[config.mk]
export PLATFORM = sky130hd
export DESIGN_NAME = usb_stream_in_ep
export DESIGN_NICKNAME = d
export VERILOG_FILES = /design/src/rtl/usb_stream_in_ep.sv
export SDC_FILE = /design/constraint.sdc
export NUM_CORES = 1
export LEC_CHECK = 0
export CAP_MARGIN = 20
export CORE_UTILIZATION = 58
export CTS_BUF_LIST = sky130_fd_sc_hd__clkbuf_4 sky130_fd_sc_hd__clkbuf_8
export DETAILED_ROUTE_END_ITERATION = 6
export PLACE_DENSITY_LB_ADDON = 0.1
export SYNTH_ARGS = -nofsm -noshare
export SYNTH_HDL_FRONTEND = slang
export SYNTH_SLANG_ARGS = --single-unit
[constraint.sdc]
create_clock -name clk -period 6.75 [get_ports clk]
set_input_delay 1.35 -clock clk [delete_from_list [all_inputs] [get_ports clk]]
set_output_delay 1.35 -clock clk [all_outputs]
set_load 0.1 [all_outputs]
[src/rtl/usb_stream_in_ep.sv]
// rtl/usb_stream_in_ep.sv - streaming IN endpoint: packetises a byte stream onto the PE in_ep_* interface
module usb_stream_in_ep #(
    parameter int MAX_PACKET   = 64,
    parameter int CNT_W        = 7,
    parameter int FLUSH_CYCLES = 4800
) (
    input  logic       clk,
    input  logic       reset,
    input  logic [7:0] src_data,
    input  logic       src_valid,
    output logic       src_ready,
    input  logic       flush,
    input  logic       stall,
    output logic       in_ep_req,
    input  logic       in_ep_grant,
    input  logic       in_ep_data_free,
    output logic       in_ep_data_put,
    output logic [7:0] in_ep_data,
    output logic       in_ep_data_done,
    output logic       in_ep_stall,
    input  logic       in_ep_acked,
    output logic       busy
);

    localparam int IDLE_W = $clog2(FLUSH_CYCLES + 1);
    localparam logic [CNT_W-1:0]  MAX_CNT   = CNT_W'(MAX_PACKET);
    localparam logic [CNT_W-1:0]  LAST_CNT  = CNT_W'(MAX_PACKET - 1);
    localparam logic [IDLE_W-1:0] IDLE_LAST = IDLE_W'(FLUSH_CYCLES - 1);

    typedef enum logic [2:0] {
        S_IDLE,
        S_REQ,
        S_FILL,
        S_DONE,
        S_WAIT_ACK
    } state_t;

    state_t            state;
    logic [CNT_W-1:0]  cnt;
    logic [IDLE_W-1:0] idle_cnt;
    logic              flush_pend;
    logic              last_full;
    logic              zlp;
    logic              put;

    // A pending flush on a non-empty packet closes it before any further byte is taken.
    always_comb begin
        src_ready = 1'b0;
        if (state == S_FILL) begin
            src_ready = in_ep_grant && in_ep_data_free && (cnt < MAX_CNT) &&
                        !(flush_pend && (cnt != '0));
        end
        put            = src_valid && src_ready;
        in_ep_data_put = put;
        in_ep_data     = put ? src_data : 8'h00;
    end

    always_ff @(posedge clk) begin
        if (reset) begin
            state           <= S_IDLE;
            cnt             <= '0;
            idle_cnt        <= '0;
            flush_pend      <= 1'b0;
            last_full       <= 1'b0;
            zlp             <= 1'b0;
            in_ep_req       <= 1'b0;
            in_ep_data_done <= 1'b0;
            in_ep_stall     <= 1'b0;
            busy            <= 1'b0;
        end else begin
            in_ep_stall     <= stall;
            in_ep_data_done <= 1'b0;
            if (flush) begin
                flush_pend <= 1'b1;
            end

            case (state)
                S_IDLE: begin
                    if (!stall) begin
                        if (src_valid) begin
                            state     <= S_REQ;
                            in_ep_req <= 1'b1;
                            busy      <= 1'b1;
                            zlp       <= 1'b0;
                        end else if (flush_pend && last_full) begin
                            state     <= S_REQ;
                            in_ep_req <= 1'b1;
                            busy      <= 1'b1;
                            zlp       <= 1'b1;
                        end else if (flush_pend) begin
                            flush_pend <= flush;
                        end
                    end
                end

                S_REQ: begin
                    if (in_ep_grant) begin
                        idle_cnt <= '0;
                        if (zlp) begin
                            state           <= S_DONE;
                            in_ep_data_done <= 1'b1;
                        end else begin
                            state <= S_FILL;
                        end
                    end
                end

                // Idle timeout fires after FLUSH_CYCLES consecutive cycles without a put.
                S_FILL: begin
                    if (put) begin
                        cnt      <= cnt + 1'b1;
                        idle_cnt <= '0;
                        if (cnt == LAST_CNT) begin
                            state           <= S_DONE;
                            in_ep_data_done <= 1'b1;
                        end
                    end else if (cnt == '0) begin
                        if (flush_pend) begin
                            if (last_full) begin
                                state           <= S_DONE;
                                in_ep_data_done <= 1'b1;
                            end else begin
                                state      <= S_IDLE;
                                in_ep_req  <= 1'b0;
                                busy       <= 1'b0;
                                flush_pend <= flush;
                            end
                        end
                    end else if (cnt == MAX_CNT || flush_pend || idle_cnt == IDLE_LAST) begin
                        state           <= S_DONE;
                        in_ep_data_done <= 1'b1;
                    end else begin
                        idle_cnt <= idle_cnt + 1'b1;
                    end
                end

                // A full packet keeps a pending flush alive so that a ZLP follows it.
                S_DONE: begin
                    last_full  <= (cnt == MAX_CNT);
                    flush_pend <= flush || (flush_pend && (cnt == MAX_CNT));
                    cnt        <= '0;
                    idle_cnt   <= '0;
                    zlp        <= 1'b0;
                    in_ep_req  <= 1'b0;
                    state      <= S_WAIT_ACK;
                end

                S_WAIT_ACK: begin
                    if (in_ep_acked) begin
                        state <= S_IDLE;
                        busy  <= 1'b0;
                    end
                end

                default: begin
                    state     <= S_IDLE;
                    in_ep_req <= 1'b0;
                    busy      <= 1'b0;
                end
            endcase
        end
    end

endmodule

==> impl_metrics.tcl <==
set metrics [dict create \
    clock.fmax_mhz 181 \
    crit_family "buffers and inverters" \
    utilization_pct 77.8 \
    wl_per_cell_microns 14.9 \
    crit_arrival_ns 4.18 \
    antenna_cells 0 \
    required_ns 5.40 \
    initial_utilization_pct 63.6 \
    syn_avg_cell_area_sq_um 7.52 \
    syn_inst 219 \
    yosysWarnings 0 \
    yosysSeqAreaShare_pct 36.4 \
    drtAntennaViolNets 0 \
    antenna_found_initial 0 \
    track_usage_pct 27.0 \
    syn_area_sq_um 1650 \
    rr_worst_depth 8 \
    synth_top_area_share_pct 36.4 \
    power.leakage_nw 0.672 \
    path_clk_slew_ns 0.09 \
    cts.sinks 30 \
    hpwlAfterDp_microns 2880 \
    cts_buffer_depth 2 \
    critPathMaxFanout 13 \
    irDropWorstVdd_mv 0.236 \
    final-setup-viol-count 0 \
    overflow 0 \
    synth_cell_types 39 \
    viasPerCell 6.24 \
    cts.repair.resized 0 \
    clock_latency_ns 0.34 \
    crit_buf_inv 3 \
    cap_viol_max_count 0 \
    core_sq_um 2590 \
    chipHeight_microns 55.3 \
    areaGrowthSynthToFinish_pct 22.3 \
    hold_path_class "flop to flop" \
    finalSetupTns_ns 0 \
    vias 1721 \
    crit_slowest_cell "clkdlybuf4s50_1" \
    routabilityCongestion 0.877 \
    postCtsHoldBufs 0 \
    finClkSkew_ns 0.00795 \
    path_cells "clkdlybuf4s50_1 -> and4b_1 -> nand2_1 -> or2_0 -> inv_1 -> and2_1 -> clkdlybuf4s50_1" \
    grt_pass1_wl_microns 6710 \
    fin_nets 264 \
    yosys.area.top_type "dfxtp_1" \
    cts_setup_buffers 0 \
    status "finished, final reports clean" \
    drc 0 \
    max_slew_margin_pct 34.1 \
    die-area_sq_um 3060 \
    period_minus_slack_ns 5.53 \
    tightest_slew_ns 0.985 \
    holdWs_ns 0.502 \
    power_per_cell_area_nw_per_um2 243 \
    drtIter0Drc 90 \
    hold_viol_final 0 \
    critical_path_class "primary input to output port" \
    portBuffers 29 \
    num_io_pins 30 \
    whs_path_depth 2 \
    ys_seq_elements 30 \
    rows 18 \
    nFillCells 186 \
    first_global_vias 1567 \
    slew_viol_final 0 \
    routed_wl_microns 4100 \
    cp_num_cells 7 \
    die_w_microns 55.3 \
    end_kind "output port" \
    min_period_over_period_pct 81.9 \
    cpPeakStageDelay_ns 1.14 \
    clock-root-buffer "clkbuf_4" \
    start_kind "primary input" \
    cts_tree "yes" \
    drtPass1Iterations 4 \
    synthTopCellsByArea "dfxtp_1 36%, a21oi_1 6.4%, nor2_1 5.5%" \
    h-tree-depth 2 \
    drive_above_1_share_pct 4.88 \
    grt_max_degree 27 \
    numCtsBuffers 5 \
    syn_nets 238 \
    crit_top_cell "clkdlybuf4s50_1" \
    rsz0062_at_grt "no" \
]
## cell families after synthesis
family | synth area share, %
AO/OA/AOI/OAI | 19.5
flip-flops | 36.4
AND/OR/NAND/NOR | 33.8
adder cells (fa/ha/maj) | 2.28
buffers and inverters | 4.71
multiplexers | 0.607
XOR/XNOR | 2.66
## path summary, 6_finish.rpt
check,endpoint,slack [ns],startpoint
worst max-delay path,in_ep_data[3],1.22,src_valid
worst min-delay path,in_ep_req,0.50,in_ep_req
worst max register to register,state[0],3.73,cnt[0]
worst min register to register,in_ep_req,0.50,in_ep_req
## worst min-delay path, stage by stage (launching register included)
cell     delay [ns]
dfxtp_1        0.32
o21ai_0        0.08
a21oi_1        0.06
## per-stage QoR
step                      total power, mW  area [sq um]  setup slack (ns)  cells
final                               0.491          2020              1.22    276
after detailed placement            0.355          1930              1.25    267
after global placement              0.352          1930              1.33    267
after global routing                0.511          2020              1.10    276
after floorplan                     0.320          1650              1.46    219
after CTS                           0.487          2010              1.23    275
## placed cells by master (no fill, tap or decap), drive strengths merged, types with 8 or more instances in the layout
| cell | instances |
|---|---|
| o21ai | 11 |
| nor3 | 8 |
| nor2 | 24 |
| and2 | 8 |
| inv | 9 |
| clkbuf | 9 |
| nand3 | 11 |
| nand2 | 20 |
| dfxtp | 30 |
| clkdlybuf4s50 | 29 |
| a21oi | 21 |
## cell usage after synthesis
library cell,number
nor2_1,24
nand4_1,4
inv_1,9
mux2i_1,1
a21oi_1,21
a211oi_1,2
o21ai_0,11
a21o_1,1
or4_1,4
nor3b_1,1
nor4_1,2
o22ai_1,2
and4b_1,1
o31a_1,1
buf_2,2
or2_0,1
dfxtp_1,30
nand2b_1,3
xnor2_1,4
nor2b_1,2
or3_1,5
a311oi_1,2
nor3_1,8
a22oi_1,1
ha_1,3
o31ai_1,3
nand3_1,11
a31oi_1,6
nand3b_1,6
nor4b_1,1
and2_1,8
or2_2,2
and3_1,2
o21a_1,3
clkbuf_1,9
xor2_1,1
or4b_4,1
a311o_1,1
nand2_1,20
## final cells by class
cell class	instances	area (sq um)	area share (%)
clock buffer	8	78.8	3.91
inverter	9	33.8	1.68
multi-input combinational	169	970	48.1
sequential	30	601	29.8
tap	30	37.5	1.86
timing repair buffer	30	295	14.6
## layer usage
metal | wire length [microns] | track usage (%) | up-vias | part of all wire, %
li1 | - | - | 833 | -
met1 | 1790 | 33.5 | 807 | 44
met2 | 1970 | 44.8 | 75 | 48
met3 | 304 | 8.20 | 6 | 7.4
met4 | 42 | 8.21 | 0 | 1.0
met5 | 0 | 0 | - | 0
## flip-flops by register name, summed over array words and instances, names as in the netlist
register	cells
in_ep_stall	1
in_ep_data_done	1
zlp	1
state	3
busy	1
cnt	7
in_ep_req	1
idle_cnt	13
last_full	1
flush_pend	1
## report_power, final
part	total, mW	internal (mW)	switching [mW]
clock	0.134	0.0711	0.0630
sequential	0.208	0.187	0.0217
combinational	0.148	0.0495	0.0986
total	0.491	0.307	0.183
Power figures use the tool's default switching activity.
